File: src/rtl/hack_mem_arbiter.sv
// hack_mem_arbiter
// Shares one single-port, synchronous-read data RAM between the CPU data
// port (fixed priority) and the screen scan-out reader (read-only).
//
// Build option: define ARB_STARVE_GUARD_EN to add the video starvation
// guard (wait counter + VID_FORCE state). Without it, video is granted only
// on cycles where the CPU does not request.
//
// Ports:
//   clk, rst                     clock, synchronous active-high reset
//   cpu_req/we/addr/wdata        CPU access request (held until granted)
//   cpu_gnt, cpu_stall           CPU issued this cycle / CPU waiting
//   cpu_rvalid, cpu_rdata        CPU read return (1 cycle after grant)
//   vid_req/addr                 video read request (held until granted)
//   vid_gnt                      video read issued this cycle
//   vid_rvalid, vid_rdata        video read return (1 cycle after grant)
//   ram_en/we/addr/wdata         RAM command port, follows the winner
//   ram_rdata                    RAM read data, valid the cycle after a read
module hack_mem_arbiter #(
    parameter int unsigned ADDR_W       = 15,
    parameter int unsigned DATA_W       = 16,
    parameter int unsigned MAX_VID_WAIT = 4
) (
    input  logic              clk,
    input  logic              rst,
    input  logic              cpu_req,
    input  logic              cpu_we,
    input  logic [ADDR_W-1:0] cpu_addr,
    input  logic [DATA_W-1:0] cpu_wdata,
    output logic              cpu_gnt,
    output logic              cpu_stall,
    output logic              cpu_rvalid,
    output logic [DATA_W-1:0] cpu_rdata,
    input  logic              vid_req,
    input  logic [ADDR_W-1:0] vid_addr,
    output logic              vid_gnt,
    output logic              vid_rvalid,
    output logic [DATA_W-1:0] vid_rdata,
    output logic              ram_en,
    output logic              ram_we,
    output logic [ADDR_W-1:0] ram_addr,
    output logic [DATA_W-1:0] ram_wdata,
    input  logic [DATA_W-1:0] ram_rdata
);

    if (MAX_VID_WAIT < 1 || MAX_VID_WAIT > 15) begin : g_bad_max_vid_wait
        $error("hack_mem_arbiter: MAX_VID_WAIT must be in 1..15");
    end

`ifdef ARB_STARVE_GUARD_EN
    typedef enum logic {
        CPU_PRI   = 1'b0,
        VID_FORCE = 1'b1
    } state_e;

    localparam logic [3:0] MAX_WAIT = 4'(MAX_VID_WAIT);

    state_e     state_q, state_d;
    logic [3:0] wait_cnt_q, wait_cnt_d;

    // State register
    always_ff @(posedge clk) begin
        if (rst) begin
            state_q    <= CPU_PRI;
            wait_cnt_q <= '0;
        end else begin
            state_q    <= state_d;
            wait_cnt_q <= wait_cnt_d;
        end
    end

    // Next-state logic. The counter only advances in CPU_PRI; in VID_FORCE
    // it always clears (either video is granted or it dropped its request).
    always_comb begin
        wait_cnt_d = wait_cnt_q;
        if (!vid_req || vid_gnt) begin
            wait_cnt_d = '0;
        end else if (state_q == CPU_PRI && wait_cnt_q != 4'hF) begin
            wait_cnt_d = wait_cnt_q + 4'd1;
        end

        state_d = CPU_PRI;
        unique case (state_q)
            CPU_PRI:   state_d = (wait_cnt_d == MAX_WAIT) ? VID_FORCE : CPU_PRI;
            VID_FORCE: state_d = CPU_PRI;
            default:   state_d = CPU_PRI;
        endcase
    end

    // Output logic: grants
    always_comb begin
        cpu_gnt = 1'b0;
        vid_gnt = 1'b0;
        if (!rst) begin
            unique case (state_q)
                CPU_PRI: begin
                    cpu_gnt = cpu_req;
                    vid_gnt = vid_req & ~cpu_req;
                end
                VID_FORCE: begin
                    vid_gnt = vid_req;
                    cpu_gnt = cpu_req & ~vid_req;
                end
                default: begin
                    cpu_gnt = 1'b0;
                    vid_gnt = 1'b0;
                end
            endcase
        end
    end
`else
    // Strict CPU priority: video only uses cycles the CPU leaves idle.
    always_comb begin
        cpu_gnt = cpu_req & ~rst;
        vid_gnt = vid_req & ~cpu_req & ~rst;
    end
`endif

    assign cpu_stall = cpu_req & ~cpu_gnt & ~rst;

    // RAM command mux; idle port drives zeros.
    always_comb begin
        ram_en    = cpu_gnt | vid_gnt;
        ram_we    = cpu_gnt & cpu_we;
        ram_addr  = '0;
        ram_wdata = '0;
        if (cpu_gnt) begin
            ram_addr  = cpu_addr;
            ram_wdata = cpu_wdata;
        end else if (vid_gnt) begin
            ram_addr  = vid_addr;
        end
    end

    // Read-return tracking: {read issued, owner (1 = video)}.
    logic              rd_vld_q, rd_vid_q;
    logic [DATA_W-1:0] cpu_rdata_q, vid_rdata_q;

    always_ff @(posedge clk) begin
        if (rst) begin
            rd_vld_q    <= 1'b0;
            rd_vid_q    <= 1'b0;
            cpu_rdata_q <= '0;
            vid_rdata_q <= '0;
        end else begin
            rd_vld_q    <= ram_en & ~ram_we;
            rd_vid_q    <= vid_gnt;
            cpu_rdata_q <= cpu_rdata;
            vid_rdata_q <= vid_rdata;
        end
    end

    // A read issued just before reset must not return while rst is high,
    // so the return strobes and data are masked by rst directly.
    always_comb begin
        cpu_rvalid = rd_vld_q & ~rd_vid_q & ~rst;
        vid_rvalid = rd_vld_q &  rd_vid_q & ~rst;
        cpu_rdata  = cpu_rvalid ? ram_rdata : cpu_rdata_q;
        vid_rdata  = vid_rvalid ? ram_rdata : vid_rdata_q;
        if (rst) begin
            cpu_rdata = '0;
            vid_rdata = '0;
        end
    end

endmodule

File: config.mk
export PLATFORM = sky130hd
export DESIGN_NAME = hack_mem_arbiter
export DESIGN_NICKNAME = d
export VERILOG_FILES = /design/src/rtl/hack_mem_arbiter.sv
export SDC_FILE = /design/constraint.sdc
export NUM_CORES = 1
export LEC_CHECK = 0
export ABC_AREA = 1
export CAP_MARGIN = 20
export CORE_ASPECT_RATIO = 1.1
export CORE_MARGIN = 4
export CORE_UTILIZATION = 30
export DETAILED_ROUTE_END_ITERATION = 16
export PLACE_DENSITY = 0.79
export SYNTH_ARGS = -nofsm -noshare
export SYNTH_HDL_FRONTEND = slang
export SYNTH_SLANG_ARGS = --single-unit
File: constraint.sdc
create_clock -name clk -period 1.13 [get_ports clk]
set_input_delay 0.226 -clock clk [delete_from_list [all_inputs] [get_ports clk]]
set_output_delay 0.226 -clock clk [all_outputs]
set_load 0.05 [all_outputs]
==> results.yml, run 1 <==
yosys:
  synth_area_sq_mm: 0.00175
  syn_inst: 275
  synth.ff_latch_count: 34
  ys_seq_area_share_pct: 38.8
  synth_cell_types: 18
  syn_area_per_cell_sq_um: 6.37
  synth_warnings: 0
  syn-num-nets: 342
place:
  dp_hpwl_um: 6920
  io_buffers: 135
  post-place-ws_ns: -0.640
  place_congestion: 0.742
  dp.cells: 510
  place_area_sq_mm: 0.00459
die:
  core.rowCount: 28
  io_pins: 137
  die_h_um: 88.2
  die_w_um: 80.9
  start_util_pct: 31.7
status:
  status: "did not finish"
  stop_stage: "global routing (5_1_grt)"
  firstError: "[ERROR DPL-0038] Utilization greater than 100%, impossible to legalize"
clocking:
  cts_num_sinks: 34
  h-tree-depth: 2
  cts_root_buffer: "clkbuf_8"
  clock_path_buffers: 2
  cts_buffers: 5
sta:
  postGrtWorstEndpoint: "cpu_rdata[13]"
  worstEpCategory: "top-level output"
global_route:
  grt_max_degree: 28
-- cell families after synthesis --
kind of cell	Yosys count	share of synthesized area, %
buffers and inverters	39	11.1
and+or+nand+nor	200	49.6
DFF	34	38.8
other	1	0.214
AOI/OAI and AO/OA	1	0.285
-- through the flow --
stage                     utilization (%)  setup TNS [ns]  hold WS [ns]
after floorplan                         -           -4.56         0.291
after global placement               83.0          -46.78         0.488
after detailed placement             83.0          -51.46         0.497
after CTS                            97.2          -16.80         0.297
-- cells in the mapped netlist --
| master | number | area, sq um |
|---|---|---|
| buf_1 | 1 | 3.75 |
| buf_2 | 5 | 25.0 |
| buf_4 | 5 | 37.5 |
| buf_6 | 3 | 33.8 |
| clkbuf_1 | 3 | 11.3 |
| clkinv_1 | 1 | 3.75 |
| conb_1 | 1 | 3.75 |
| dfxtp_1 | 34 | 681 |
| inv_1 | 19 | 71.3 |
| inv_2 | 2 | 7.51 |
| nand2_1 | 111 | 417 |
| nand2_2 | 2 | 12.5 |
| nand2_4 | 1 | 11.3 |
| nand3_1 | 47 | 235 |
| nand4_1 | 16 | 100 |
| nor2_1 | 22 | 82.6 |
| nor2_4 | 1 | 11.3 |
| o21ai_0 | 1 | 5.00 |
-- repair_timing --
item,4_1_cts
pin swaps,58
hold buffers,0
gates cloned,5
endpoints found under the setup margin,94
gates resized for setup,187
buffers inserted,17
==> run 2: changes to the inputs <==
- CORE_ASPECT_RATIO: 1.1 -> not set
- CORE_UTILIZATION: 30 -> 20
- PLACE_DENSITY: 0.79 -> not set
- PLACE_DENSITY_LB_ADDON: not set -> 0.15
- clock period: 1.13 -> 1.5 ns (I/O delays scaled with it)
==> run 2 against run 1 <==
The flow now finishes, with violations (setup timing). Area after synthesis stayed put. Synthesized cell count stayed put.
==> results.yml, run 2 <==
power:
  p_int_mw: 2.13
  peakVddDrop_mv: 0.343
  switching_power_uw: 994
  power_frac_seq_pct: 30.6
  switching_share_pct: 31.8
  leakage_nw: 2.34
  pwr-share-clk_pct: 27.4
  p_comb_share_pct: 41.9
  p_per_area_mw_per_mm2: 621
die:
  core_sq_mm: 0.00838
  io_pins: 137
  die_w_um: 102
  die_h_um: 102
  core.rowCount: 33
  start_util_pct: 20.9
  die_area_sq_mm: 0.0103
layout:
  diodes: 0
  largestRegisters: "cpu_rdata_q (16), vid_rdata_q (16)"
  fillers: 696
  layout-drive-gt1-share_pct: 51.6
  final_nets: 526
  mostFrequentLayoutCells: "buf_12 (78), clkdlybuf4s50_1 (63), nand2_1 (62)"
  mostFrequentLayoutCell: "buf_12"
  syn_to_final_growth_pct: 187
clocking:
  cts_buffers: 5
  ctsHoldBuffers: 0
  cts_root_buffer: "clkbuf_8"
  clock_path_buffers: 2
  clock_latency_ns: 0.29
  h-tree-depth: 2
  cts_tree: "built"
  path_clk_slew_ns: 0.07
  cts_num_sinks: 34
sta:
  setup_ws_ns: -0.156
  finalCritPeriodShare_pct: 110
  drv_slew: 0
  fin_skew_ns: 0.00429
  timing.hold.ws_ns: 0.454
  hold_viol: 0
  finalSetupViolCount: 35
  fmaxAchievable_mhz: 604
  rsz0062_at_grt: "true"
  fin_crit_ns: 1.66
  fin_tns_setup_ns: -4.04
status:
  status: "complete, but fails checks"
  violations: "setup timing"
yosys:
  ys_seq_area_share_pct: 38.8
  synth_flop_cell: "dfxtp_1"
  synth_area_sq_mm: 0.00175
  synth_commonest_cells: "nand2_1 (111), nand3_1 (47), dfxtp_1 (34), nor2_1 (22), inv_1 (19)"
  syn_area_per_cell_sq_um: 6.37
  synth-async-reset-ratio_pct: 0
  synth_top_area_cell: "dfxtp_1"
  yosys-top-cells-area: "dfxtp_1 (39%), nand2_1 (24%), nand3_1 (13%)"
  syn-num-nets: 342
  yosysMostFrequentCell: "nand2_1"
  synth_top_area_share_pct: 38.8
  synth_edf_count: 0
  syn_inst: 275
  synth.ff_latch_count: 34
  synth_warnings: 0
  synth_cell_types: 18
run:
  drv_cap: 0
worst_setup_path:
  crit_path_start_kind: "flop"
  cp.arrival_ns: 1.36
  crit_type: "reg -> out"
  critPathRequiredTime_ns: 1.20
  endpoint_kind: "output port"
  worst-path-max-fanout: 8
drt:
  vias_per_cell: 4.39
  drc_errors: 0
  drtPass1Iterations: 4
  wl_um: 8130
  ant_nets: 0
  dr_total_vias: 2474
  drt_iter0_drc: 46
  wire_per_inst_um: 14.4
min_path:
  hold_path_class: "in -> reg"
global_route:
  grt_pass1_wl_um: 12700
  grt_max_degree: 25
  grt.total_usage_pct: 15.8
  grt_pass1_vias: 2587
  overflow: 0
  antenna_found_initial: 0
place:
  io_buffers: 135
  place_congestion: 0.772
  dp_hpwl_um: 5880
## run 2: what timing repair did
item / CTS / global route
pin swaps: 22 / 17
gates resized for setup: 84 / 35
gates cloned: 3 / 1
buffers inserted: 17 / 5
setup endpoints to repair: 69 / 55
## run 2: cell type report
type	count	area [sq um]	area share, %
Multi-Input combinational cell	202	1330	26.3
Timing Repair Buffer	194	2680	53.2
Sequential cell	34	688	13.7
Clock buffer	6	82.6	1.64
Tap cell	105	131	2.61
Clock inverter	1	30.0	0.596
Inverter	22	97.6	1.94
## run 2: stage by stage
stage / std cells / power, mW / worst slack, ns / util, % / area (sq um)
after global routing: 564 / 3.26 / -0.213 / 60.1 / 5040
final: 564 / 3.13 / -0.156 / 60.1 / 5040
after global placement: 531 / 2.10 / -0.366 / 50.5 / 4230
after floorplan: 275 / 1.46 / -0.0812 / - / 1880
after detailed placement: 531 / 2.10 / -0.390 / 50.5 / 4230
after CTS: 558 / 3.10 / -0.165 / 57.5 / 4820
## run 2: worst max-delay path: stages, from the launching register on
cell and delay, ns:
dfxtp_4 0.37, buf_4 0.14, nand2_8 0.07, buf_12 0.14, buf_6 0.11, nor2_4 0.09, buf_12 0.14
## run 2: per-layer routing
metal	track usage, %	vias up	share of wire [%]
li1	-	1240	-
met1	17.2	1123	37
met2	26.5	105	48
met3	9.64	6	14
met4	3.27	0	0.57
met5	0	-	0
## run 2: logic make-up after synthesis
group,share of synthesized area (%)
AO/OA/AOI/OAI,0.285
flip-flops,38.8
AND/OR/NAND/NOR,49.6
other,0.214
buffers and inverters,11.1
## run 2: path summary, 6_finish.rpt
kind | cells after the start | slack [ns] | end | start
max | 6 | -0.16 | cpu_rvalid | rd_vld_q
min | 4 | 0.45 | rd_vid_q | rst
max reg2reg | 10 | -0.07 | cpu_rdata_q[9] | rd_vld_q
min reg2reg | 2 | 0.47 | cpu_rdata_q[8] | cpu_rdata_q[8]
## run 2: power groups by stage
stage               combinational (mW)  clock [mW]  sequential [mW]
floorplan                        0.489           0            0.967
global placement                  1.13           0            0.972
detailed placement                1.13           0            0.972
CTS                               1.26       0.883            0.957
global route                      1.38       0.922            0.960
finish                            1.31       0.857            0.957
No activity file was read; power rests on OpenSTA's default activity.
==> run 3: changes to the inputs <==
- CORE_ASPECT_RATIO: not set -> 0.75
==> run 3 against run 2 <==
The flow still finishes with violations (setup timing). Final cell count increased by 0.89%. Clock skew about the same. Non-clock buffer count rose by 1. Highest routed layer unchanged.
==> results.yml, run 3 (same netlist as run 2, synthesis figures left out) <==
sta:
  hold_viol: 0
  setup_ws_ns: -0.170
  finalSetupViolCount: 34
  rsz0062_at_grt: "true"
  fmaxAchievable_mhz: 599
  fin_skew_ns: 0.00424
  fin_crit_ns: 1.67
  finalCritPeriodShare_pct: 111
  timing.hold.ws_ns: 0.444
  drv_slew: 0
drt:
  drtPass1Iterations: 4
  wl_met1_um: 3510
  wl_um: 8470
  drt_iter0_drc: 90
  drc_errors: 0
  dr_total_vias: 2478
  vias_per_cell: 4.36
  wire_per_inst_um: 14.9
  top_layer_used: "met4"
  wl_met3_um: 477
  ant_nets: 0
  dr_wl_met2_um: 4380
die:
  die_area_sq_mm: 0.0103
  core.rowCount: 29
  die_w_um: 116
  die_h_um: 89.1
  start_util_pct: 20.6
  core_sq_mm: 0.00849
  io_pins: 137
worst_setup_path:
  cp.arrival_ns: 1.37
  critPathRequiredTime_ns: 1.20
  crit_type: "reg -> out"
  r2r_end: "vid_rdata_q[11]"
  max_stage_delay_ns: 0.33
  critPathTopFamily: "buffers and inverters"
  path_cells: "buf_6 -> clkinv_8 -> buf_12 -> nand4_1 -> nand2_2 -> buf_12"
  reg2reg_depth: 9
  cp_num_buf_inv: 4
  cp_common_cell: "buf_12"
  endpoint_kind: "output port"
  r2r_setup_slack_ns: 0.17
  cp_slowest_cell: "dfxtp_2"
  worst-path-max-fanout: 8
  rr_startpoint: "rd_vid_q"
  crit_path_start_kind: "flop"
layout:
  final_cell_count_no_fill: 569
  syn_to_final_growth_pct: 188
  layout-drive-gt1-share_pct: 48.6
  final_nets: 528
  largestRegisters: "cpu_rdata_q (16), vid_rdata_q (16)"
  mostFrequentLayoutCell: "buf_12"
  diodes: 0
  mostFrequentLayoutCells: "buf_12 (77), clkdlybuf4s50_1 (63), nand2_1 (51)"
clocking:
  cts_root_buffer: "clkbuf_16"
  clock_latency_ns: 0.27
  cts_buffers: 5
  path_clk_slew_ns: 0.05
  h-tree-depth: 2
  cts_num_sinks: 34
  cts_tree: "built"
  clock_path_buffers: 2
global_route:
  overflow: 0
  grt_pass1_wl_um: 13200
  grt_max_degree: 21
  grt_pass1_vias: 2501
  antenna_found_initial: 0
  grt.total_usage_pct: 16.7
status:
  violations: "setup timing"
  status: "complete, but fails checks"
power:
  leakage_nw: 2.44
  peakVddDrop_mv: 0.599
  p_total_mw: 3.39
  p_per_area_mw_per_mm2: 672
place:
  io_buffers: 135
  place_congestion: 0.791
  dp.cells: 531
  dp_hpwl_um: 5890
  post-place-ws_ns: -0.388
min_path:
  holdPathStages: 4
  hp-start: "rst"
  hold_path_class: "in -> reg"
  worstHoldEndpoint: "rd_vid_q"
run:
  drv_cap: 0
run 3: cell types whose count changed in the layout (fill, tap and decap cells not counted), sizes merged:
cell / previous run / this run
buf: 128 / 131
clkbuf: 7 / 6
clkdlybuf4s15: 1 / 0
nand2: 114 / 115
run 3: metrics by stage:
step	util, %	cell area (sq um)	TNS (ns)
6_report	59.4	5050	-3.89
5_1_grt	59.4	5050	-6.12
4_1_cts	57.7	4900	-4.74
3_5_place_dp	49.8	4230	-20.89
3_3_place_gp	49.8	4230	-20.85
2_1_floorplan	-	1880	-0.834
run 3: metal layers:
layer  vias up  global-route usage [%]
li1       1252                       -
met1      1149                    20.7
met2        71                    29.0
met3         6                    4.94
met4         0                    3.06
met5         -                       0
run 3: repair_timing:
action | in CTS | in global routing
endpoints found under the hold margin | 0 | 0
buffers inserted | 17 | 9
resized for setup | 79 | 26
cloned | 6 | 0
hold buffers | 0 | 0
endpoints found under the setup margin | 69 | 49
pin swaps | 15 | 20
run 3: worst register-to-register path, cell delays in order, from the launching register on:
cell	delay [ns]
dfxtp_2	0.35
nand2_4	0.07
nor2_4	0.10
buf_6	0.14
buf_16	0.14
nand2_4	0.06
buf_4	0.13
buf_4	0.12
buf_4	0.12
nand2_1	0.05
run 3: layout make-up:
cell class / instances / area (sq um)
clock buffers: 6 / 139
inverters: 22 / 100
fillers: 736 / 3440
repair buffers: 195 / 2690
clock inverters: 1 / 30.0
flip-flops and latches: 34 / 686
well taps: 108 / 135
multi-input cells: 203 / 1260
run 3: worst max path at each step:
stage | startpoint | slack, ns | cells past startpoint | to
2_1_floorplan | rst | -0.08 | 4 | ram_wdata[10]
3_3_place_gp | rst | -0.37 | 7 | ram_addr[1]
3_5_place_dp | rst | -0.39 | 7 | ram_addr[10]
4_1_cts | rd_vld_q | -0.17 | 7 | vid_rdata[1]
5_1_grt | rd_vid_q | -0.22 | 7 | vid_rdata[2]
6_report | rd_vid_q | -0.17 | 6 | cpu_rdata[1]
run 3: where the power goes:
| part | total, mW | leakage, nW | switching (mW) | internal, mW |
|---|---|---|---|---|
| combinational | 1.27 | 2.08 | 0.640 | 0.627 |
| sequential | 0.953 | 0.278 | 0.0125 | 0.940 |
| clock | 1.17 | 0.0829 | 0.354 | 0.819 |
| total | 3.39 | 2.44 | 1.01 | 2.39 |
